===== src/rtl/encoder.sv =====
// ---------------------------------------------------------------------------
// encoder
//   Registered priority encoder. Converts an IN_W-bit request vector into the
//   index of its highest set bit plus a valid flag, both registered so the
//   downstream mux selects / arbiter grants see a glitch-free index.
//   For one-hot inputs this is an exact one-hot encoder; for any other input
//   the highest set bit wins and lower bits are ignored.
//
// Parameters
//   IN_W   input vector width (power of two, >= 2)
//   OUT_W  index width, derived as log2(IN_W); leave at its default
//
// Ports
//   clk    in   1      system clock, all state updates on rising edge
//   rst_n  in   1      asynchronous reset, active-low
//   in     in   IN_W   request vector, bit i set = request at index i
//   s_out  out  OUT_W  index of highest set bit of in (registered, 1 cycle)
//   c_out  out  1      1 when in had at least one bit set (registered)
// ---------------------------------------------------------------------------
module encoder #(
   parameter int IN_W  = 16,
   parameter int OUT_W = $clog2(IN_W)
) (
   input  logic             clk,
   input  logic             rst_n,
   input  logic [IN_W-1:0]  in,
   output logic [OUT_W-1:0] s_out,
   output logic             c_out
);

   logic [OUT_W-1:0] idx;
   logic             any;

   // Priority search: walking upward and overwriting on every set bit means
   // the last hit, i.e. the highest set bit, is what remains in idx. This is
   // correct for arbitrary inputs, not only one-hot ones. An all-zero input
   // leaves idx at 0, which is told apart from "bit 0 set" by any.
   always_comb begin
      idx = '0;
      for (int i = 0; i < IN_W; i++) begin
         if (in[i]) begin
            idx = OUT_W'(i);
         end
      end
   end

   assign any = |in;

   // Output register: one cycle of latency, a new vector every cycle.
   // Reset clears the outputs immediately, independent of the clock.
   always_ff @(posedge clk or negedge rst_n) begin
      if (!rst_n) begin
         s_out <= '0;
         c_out <= 1'b0;
      end else begin
         s_out <= idx;
         c_out <= any;
      end
   end

endmodule


===== config.mk =====
export PLATFORM = sky130hd
export DESIGN_NAME = encoder
export DESIGN_NICKNAME = d
export VERILOG_FILES = /design/src/rtl/encoder.sv
export SDC_FILE = /design/constraint.sdc
export NUM_CORES = 1
export LEC_CHECK = 0
export CAP_MARGIN = 20
export CORE_AREA = 2 2 39 41
export DETAILED_ROUTE_END_ITERATION = 16
export DIE_AREA = 0 0 41 43
export MAX_ROUTING_LAYER = met4
export PLACE_DENSITY = 0.55
export SYNTH_ARGS = -nofsm -noshare
export SYNTH_HDL_FRONTEND = slang
export SYNTH_SLANG_ARGS = --single-unit
export TNS_END_PERCENT = 10

===== constraint.sdc =====
create_clock -name clk -period 0.8 [get_ports clk]
set_input_delay 0.08 -clock clk [delete_from_list [all_inputs] [get_ports clk]]
set_output_delay 0.08 -clock clk [all_outputs]
set_load 0.02 [all_outputs]

==> impl_metrics.json, run 1 <==
{
  "status": "complete, but fails checks",
  "violations": "negative setup slack",
  "critPathKind": "reg2out",
  "fin_ws_ns": -0.01375,
  "ant_nets": 0,
  "cp.arrival_ns": 0.73,
  "vias": 392,
  "final_common_cell": "buf_4",
  "hold_viol": 0,
  "die_w_microns": 41,
  "final_cell_mix": "buf_4, buf_2, nor2_1, dlygate4sd2_1, dfrtp_1",
  "clk_pin_slew_ns": 0.04,
  "power.density_mw_per_mm2": 1217,
  "path_cells": "buf_2",
  "dp.cells": 82,
  "root_buffer": "clkbuf_4",
  "cts_tree": "yes",
  "utilization_pct": 44.03,
  "cpLargestDelayFamily": "flip-flops",
  "routed_wl_microns": 853,
  "place.gp.congestion": 0.7263,
  "pwr-share-comb_pct": 26.7,
  "internal-power_mw": 0.5636,
  "drc": 0,
  "fmax_ghz": 1.229,
  "cts.sinks": 5,
  "drt-wirelength-per-cell_microns": 9.805,
  "num-fill-cells": 159,
  "grt_pass1_wl_mm": 1.407,
  "grt_setup_unrepaired": "true",
  "ys_ff_latch": 5,
  "die_y_microns": 43,
  "synth_area_sq_um": 295.3,
  "crit_buf_inv": 1,
  "cts_buffers": 3,
  "multi_input_area_sq_um": 185.2,
  "synth_cells": 33,
  "synth_nets": 51,
  "post-route-period-util_pct": 101.7,
  "area_growth_syn_to_layout_pct": 106.4,
  "die_area_sq_mm": 0.001763,
  "cap_viol_max_count": 0,
  "stdcell_area_sq_um": 609.3,
  "p_sw_mw": 0.1778,
  "grt_antenna_before_repair": 0,
  "p_leak_nw": 0.2724,
  "endpoint_kind": "output port",
  "sw_frac_of_total_pct": 23.98,
  "antenna_cells": 0,
  "ys_types": 17,
  "io_pins": 23,
  "grt_max_degree": 6,
  "grt_pass1_vias": 380,
  "slew_viol_final": 0,
  "placed_cell_area_sq_um": 618.1,
  "setup_viol": 5,
  "vias_per_cell": 4.506,
  "fin_nets": 90,
  "drtIter0Drc": 2,
  "crit_fanout": 1,
  "hpwl_microns": 674.2,
  "fp.coreArea_sq_mm": 0.001384,
  "portBuffers": 22,
  "std_cell_rows": 14,
  "clkPwrFrac_pct": 37.4,
  "startpoint_type": "flop",
  "relSlewSlack_pct": 82.39,
  "cp_slowest_cell": "dfrtp_1",
  "layout-drive-gt1-share_pct": 46.48,
  "peakVddDrop_mv": 0.3451,
  "ys.warnings.count": 0,
  "required_ns": 0.72,
  "yosysSeqAreaShare_pct": 42.37,
  "clockBufferDepth": 2,
  "tns_ns": -0.04075,
  "drtPass1Iterations": 2,
  "pwr-share-seq_pct": 35.8,
  "p_total_mw": 0.7413,
  "worstMarginPinSlew_ns": 0.2618,
  "period_needed_ns": 0.8137,
  "start_util_pct": 21.34,
  "track_usage_pct": 12.56,
  "regArea_sq_um": 125.1,
  "htree_num_levels": 1,
  "avgSynthCellArea_sq_um": 8.948,
  "final_cells": 87,
  "min_path_type": "in2async",
  "grt_overflow": 0,
  "cpPeakStageDelay_ns": 0.35
}
==> power by group through the flow <==
stage,clock network (mW),registers [mW],logic (mW)
final,0.277,0.266,0.198
after global routing,0.324,0.267,0.218
after CTS,0.295,0.264,0.191
after detailed placement,0,0.268,0.221
after global placement,0,0.268,0.221
after floorplan,0,0.280,0.0418
==> per-stage QoR <==
stage | hold slack (ns) | worst slack [ns]
global placement | 0.3177 | -0.6035
floorplan | -0.2156 | -0.05905
finish | 0.06486 | -0.01375
global route | 0.06090 | -0.05562
detailed placement | 0.3154 | -0.6085
CTS | 0.06555 | -0.03090
==> sequential cells by signal, summed over array words and instances, names as in the netlist <==
register  cells
c_out         1
s_out         4
==> final timing paths <==
| path | start | end | cells past startpoint |
|---|---|---|---|
| worst min-delay path | rst_n | s_out[3] | 1 |
| worst max-delay path | c_out | c_out | 1 |
| min in group clk | in[8] | s_out[3] | 3 |
| max in group asynchronous | rst_n | c_out | 1 |
==> metal layers <==
metal	vias up	wire [microns]	share of wire, %	global-route usage (%)
met5	-	0	0	-
met4	0	13	1.5	10.00
met3	2	69	8.1	4.712
met2	14	437	51	18.13
met1	178	332	39	12.90
li1	198	-	-	-
==> kinds of logic after synthesis <==
kind of cell | after synthesis | share of synthesized area (%)
AND/OR/NAND/NOR | 21 | 40.25
AO/OA/AOI/OAI | 6 | 16.10
flip-flops | 5 | 42.37
buffers and inverters | 1 | 1.270
==> timing repair <==
item / CTS / global route
resized for setup: 60 / 6
hold buffers: 0 / 0
endpoints found under the setup margin: 10 / 8
hold endpoints to repair: 0 / 0
buffers inserted: 1 / 0
cloned: 0 / 0
pin swaps: 12 / 3
==> synthesized netlist by cell type <==
cell type | count | share of area [%]
nor2_1 | 9 | 11
dfrtp_1 | 5 | 42
nand3_1 | 3 | 5.1
nand2b_1 | 2 | 4.2
o31ai_1 | 2 | 5.1
a21o_1 | 1 | 2.5
a221o_1 | 1 | 3.4
a311oi_1 | 1 | 3.0
a31oi_1 | 1 | 2.1
and2b_2 | 1 | 3.0
inv_1 | 1 | 1.3
nor3_1 | 1 | 1.7
nor4_1 | 1 | 2.1
nor4_2 | 1 | 4.2
or2_1 | 1 | 2.1
or3b_1 | 1 | 3.0
or4b_1 | 1 | 3.4
==> layout make-up <==
cell class | count | area share (%)
flip-flops and latches | 5 | 20.53
multi-input cells | 27 | 30.39
well taps | 16 | 3.285
inverters | 1 | 0.6160
repair buffers | 34 | 40.86
clock buffers | 4 | 4.312
Note: power is estimated with default switching activity, not from simulation.
==> run 2, diff against run 1 <==
- PLACE_DENSITY: 0.55 -> not set
- REMOVE_ABC_BUFFERS: not set -> 1
- SETUP_SLACK_MARGIN: not set -> 0.1
==> run 2 against run 1 <==
The run still ends with negative setup slack left. Die area stayed put. First-iteration DRC count is 100% higher. Count of clock-buffer cells in the layout stayed put. Design area is 5.5% higher. Flip-flop and latch count stayed put. Final cell count is 2.3% lower. Critical path type unchanged. Largest power group unchanged.
==> impl_metrics.json, run 2 (synthesis gave the netlist of run 1 again) <==
{
  "status": "complete, but fails checks",
  "violations": "negative setup slack",
  "power.density_mw_per_mm2": 1197,
  "wl_met1_microns": 337,
  "drtIter0Drc": 4,
  "grt_max_degree": 6,
  "fin_nets": 88,
  "setup_viol": 5,
  "grt_pass1_vias": 378,
  "cp_slowest_cell": "dfrtp_1",
  "cts_hold_buffers": 0,
  "tns_ns": -0.06617,
  "cts_tree": "yes",
  "track_usage_pct": 12.86,
  "grt_pass1_wl_mm": 1.483,
  "required_ns": 0.72,
  "die_y_microns": 43,
  "multi_input_area_sq_um": 209.0,
  "portBuffers": 22,
  "clk_pin_slew_ns": 0.04,
  "drtPass1Iterations": 4,
  "drt-wirelength-per-cell_microns": 9.882,
  "final_common_cell": "buf_4",
  "startpoint_type": "flop",
  "critPathKind": "reg2out",
  "cp.arrival_ns": 0.74,
  "place.gp.congestion": 0.7519,
  "path_cells": "buf_6",
  "topRoutingLayerUsed": "met3",
  "ant_nets": 0,
  "met2_length_microns": 421,
  "relSlewSlack_pct": 83.79,
  "slew_viol_final": 0,
  "post-route-period-util_pct": 102.1,
  "antenna_cells": 0,
  "pwr-share-seq_pct": 34.6,
  "p_leak_nw": 0.2735,
  "clockBufferDepth": 2,
  "largest_reg_flops": 4,
  "final_cells": 85,
  "hold_viol": 0,
  "grt_antenna_before_repair": 0,
  "fp.coreArea_sq_mm": 0.001384,
  "crit_fanout": 1,
  "worstMarginPinSlew_ns": 0.2413,
  "p_sw_mw": 0.1950,
  "htree_num_levels": 1,
  "regArea_sq_um": 125.1,
  "vias_per_cell": 4.553,
  "pwr-share-comb_pct": 28.1,
  "grt_overflow": 0,
  "std_cell_rows": 14,
  "dp.cells": 80,
  "die_area_sq_mm": 0.001763,
  "routed_wl_microns": 840,
  "cts.sinks": 5,
  "start_util_pct": 21.34,
  "die_w_microns": 41,
  "sw_frac_of_total_pct": 25.34,
  "io_pins": 23,
  "final_cell_mix": "buf_4, nor2_1, buf_2, buf_6, dfrtp_1",
  "fin_ws_ns": -0.01712,
  "area_growth_syn_to_layout_pct": 117.8,
  "reg_top3": "s_out x4, c_out x1",
  "cap_viol_max_count": 0,
  "num-fill-cells": 147,
  "root_buffer": "clkbuf_4",
  "crit_buf_inv": 1,
  "cpLargestDelayFamily": "flip-flops",
  "grt_setup_unrepaired": "true",
  "cts_buffers": 3,
  "largest_register": "s_out",
  "period_needed_ns": 0.8171,
  "drc": 0,
  "cpPeakStageDelay_ns": 0.37,
  "vias": 387,
  "peakVddDrop_mv": 0.3653,
  "clkPwrFrac_pct": 37.3,
  "p_total_mw": 0.7696,
  "layout-drive-gt1-share_pct": 52.17,
  "fmax_ghz": 1.224,
  "met3_length_microns": 81,
  "endpoint_kind": "output port",
  "internal-power_mw": 0.5746,
  "min_path_type": "in2async"
}
-- run 2: cell count changes in the layout (fill, tap and decap cells not counted), sizes merged --
cell	previous run	this run
clkdlybuf4s15	0	1
dlygate4sd2	7	4
-- run 2: what timing repair did --
item                                   in CTS  in global routing
setup buffers                               1                  0
gates resized for setup                    78                  7
setup endpoints to repair                  10                 10
pin swaps                                  14                  0
endpoints found under the hold margin       0                  0
-- run 2: power groups by stage --
stage,combinational [mW],sequential [mW],clock (mW)
floorplan,0.0418,0.280,0
global placement,0.212,0.268,0
detailed placement,0.212,0.269,0
CTS,0.211,0.266,0.307
global route,0.237,0.267,0.318
finish,0.216,0.266,0.287
-- run 2: final timing paths --
check / startpoint / endpoint / slack (ns) / cells after the start
max in group asynchronous: rst_n / s_out[1] / 0.56 / 1
min in group clk: in[13] / s_out[2] / 0.14 / 3
hold / removal: rst_n / s_out[3] / 0.06 / 1
setup / recovery: s_out[0] / s_out[0] / -0.02 / 1
-- run 2: final cells by class --
type / count / area share [%]
repair buffers: 32 / 40.27
clock buffers: 4 / 4.086
flip-flops and latches: 5 / 19.46
multi-input cells: 27 / 32.49
well taps: 16 / 3.113
inverters: 1 / 0.5837
-- run 2: stage by stage --
stage	util, %	area [sq um]	setup slack, ns	hold slack, ns
after global routing	46.47	643.1	-0.05498	0.05853
after floorplan	-	295.3	-0.06787	-0.2156
after global placement	43.58	603.1	-0.6197	0.3126
final	46.47	643.1	-0.01712	0.05512
after CTS	45.48	629.4	-0.03613	0.05141
after detailed placement	43.58	603.1	-0.6339	0.3138
-- run 2: routing by layer --
metal	vias to the layer above	track usage (%)
li1	193	-
met5	-	-
met3	0	3.141
met4	0	10.00
met1	177	15.43
met2	17	17.50
==> run 3, diff against run 2 <==
--- a/config.mk
+++ b/config.mk
@@ -11,5 +11,4 @@
 export DIE_AREA = 0 0 41 43
 export MAX_ROUTING_LAYER = met4
-export REMOVE_ABC_BUFFERS = 1
 export SETUP_SLACK_MARGIN = 0.1
 export SYNTH_ARGS = -nofsm -noshare
==> constraint.sdc (replaced) <==
create_clock -name clk -period 0.8 [get_ports clk]
set_input_delay 0.16 -clock clk [delete_from_list [all_inputs] [get_ports clk]]
set_output_delay 0.16 -clock clk [all_outputs]
set_load 0.02 [all_outputs]
==> run 3 against run 2 <==
The flow still finishes with violations (negative setup slack). Count of clock-buffer cells in the layout is the same. Setup slack worse by 0.072 ns. Maximum frequency shrank 8.0%. Worst hold slack better by 0.082 ns. Combinational power rose by 2%. Utilization up 1.1 points. Via count is the same. Wire length increased by 10%. Flip-flop and latch count is the same.
==> impl_metrics.json, run 3 (synthesis gave the netlist of run 1 again) <==
{
  "clk_pin_slew_ns": 0.04,
  "cp.arrival_ns": 0.73,
  "setup_viol": 8,
  "violations": "negative setup slack",
  "slew_viol_final": 0,
  "fin_ws_ns": -0.08864,
  "start_util_pct": 21.34,
  "vias_per_cell": 4.663,
  "grt_pass1_wl_mm": 1.518,
  "crit_buf_inv": 1,
  "fp.coreArea_sq_mm": 0.001384,
  "p_total_mw": 0.7696,
  "vias": 387,
  "io_pins": 23,
  "cpPeakStageDelay_ns": 0.36,
  "drtIter0Drc": 3,
  "clockBufferDepth": 2,
  "place.gp.congestion": 0.7736,
  "htree_num_levels": 1,
  "path_cells": "buf_6",
  "largest_register": "s_out",
  "crit_fanout": 1,
  "utilization_pct": 47.56,
  "dp.cells": 79,
  "portBuffers": 22,
  "min_path_type": "in2async",
  "power.density_mw_per_mm2": 1169,
  "hpwl_microns": 656.5,
  "cts_setup_buffers": 0,
  "fin_nets": 86,
  "cts_tree": "yes",
  "tns_ns": -0.5188,
  "cp_slowest_cell": "dfrtp_1",
  "routed_wl_microns": 926,
  "fmax_ghz": 1.125,
  "period_needed_ns": 0.8886,
  "antenna_cells": 0,
  "drt-wirelength-per-cell_microns": 11.16,
  "cap_viol_max_count": 0,
  "die_y_microns": 43,
  "relSlewSlack_pct": 83.50,
  "final_common_cell": "buf_4",
  "status": "complete, but fails checks",
  "placed_cell_area_sq_um": 595.6,
  "critPathKind": "reg2out",
  "cts_buffers": 3,
  "layout-drive-gt1-share_pct": 50.75,
  "grt_overflow": 0,
  "peakVddDrop_mv": 0.3731,
  "drc": 0,
  "cts_hold_buffers": 0,
  "largest_reg_flops": 4,
  "final_cell_mix": "buf_4, buf_6, nor2_1, dfrtp_1",
  "stdcell_area_sq_um": 658.1,
  "cts.sinks": 5,
  "ant_nets": 0,
  "grt_pass1_vias": 425,
  "required_ns": 0.64,
  "final_cells": 83,
  "grt_setup_unrepaired": "true",
  "die_area_sq_mm": 0.001763,
  "grt_max_degree": 6,
  "track_usage_pct": 13.48,
  "cpLargestDelayFamily": "flip-flops",
  "worstMarginPinSlew_ns": 0.2457,
  "root_buffer": "clkbuf_4",
  "drtPass1Iterations": 3,
  "post-route-period-util_pct": 111.1,
  "area_growth_syn_to_layout_pct": 122.9,
  "hold_viol": 0,
  "reg_top3": "s_out x4, c_out x1",
  "std_cell_rows": 14,
  "p_leak_nw": 0.2757,
  "startpoint_type": "flop",
  "die_w_microns": 41,
  "endpoint_kind": "output port",
  "grt_antenna_before_repair": 0
}
[run 3: changes by cell type in the layout (fill, tap and decap cells not counted), sizes merged]
cell	change
buf	-4
clkbuf	-1
clkdlybuf4s15	+3
[run 3: report_power, final]
group	total, mW	internal [mW]	switching, mW
Clock	0.284	0.188	0.0955
Sequential	0.266	0.262	0.00358
Combinational	0.220	0.125	0.0954
[run 3: how the worst max path moves through the flow]
stage | startpoint | endpoint | slack (ns) | cells past startpoint
after CTS | s_out[1] | s_out[1] | -0.10 | 1
after floorplan | in[9] | s_out[0] | -0.14 | 3
after detailed placement | in[8] | s_out[0] | -0.67 | 4
after global routing | s_out[0] | s_out[0] | -0.12 | 1
final | s_out[0] | s_out[0] | -0.09 | 1
after global placement | in[8] | s_out[0] | -0.66 | 4
[run 3: repair_timing]
action	CTS	global route
cloned	0	0
gates resized for setup	81	6
setup endpoints to repair	10	10
endpoints found under the hold margin	0	0
pin swaps	13	2
[run 3: stage by stage]
| stage | worst slack [ns] | hold WS, ns |
|---|---|---|
| after global placement | -0.6586 | 0.3924 |
| after detailed placement | -0.6692 | 0.3928 |
| after CTS | -0.1021 | 0.1365 |
| after global routing | -0.1232 | 0.1467 |
| after floorplan | -0.1390 | -0.1356 |
| final | -0.08864 | 0.1374 |
[run 3: routing by layer]
layer	global-route usage (%)	part of all wire [%]	up-vias
met5	-	0	-
met4	14.00	2.7	0
met3	1.571	9.5	4
met2	20.31	53	20
met1	13.50	34	174
li1	-	-	189
[run 3: cell type report]
cell class / instances / area, sq um
repair buffers: 30 / 270.3
clock buffers: 4 / 26.28
multi-input cells: 27 / 212.7
fillers: 151 / 725.7
well taps: 16 / 20.02
flip-flops and latches: 5 / 125.1
inverters: 1 / 3.754
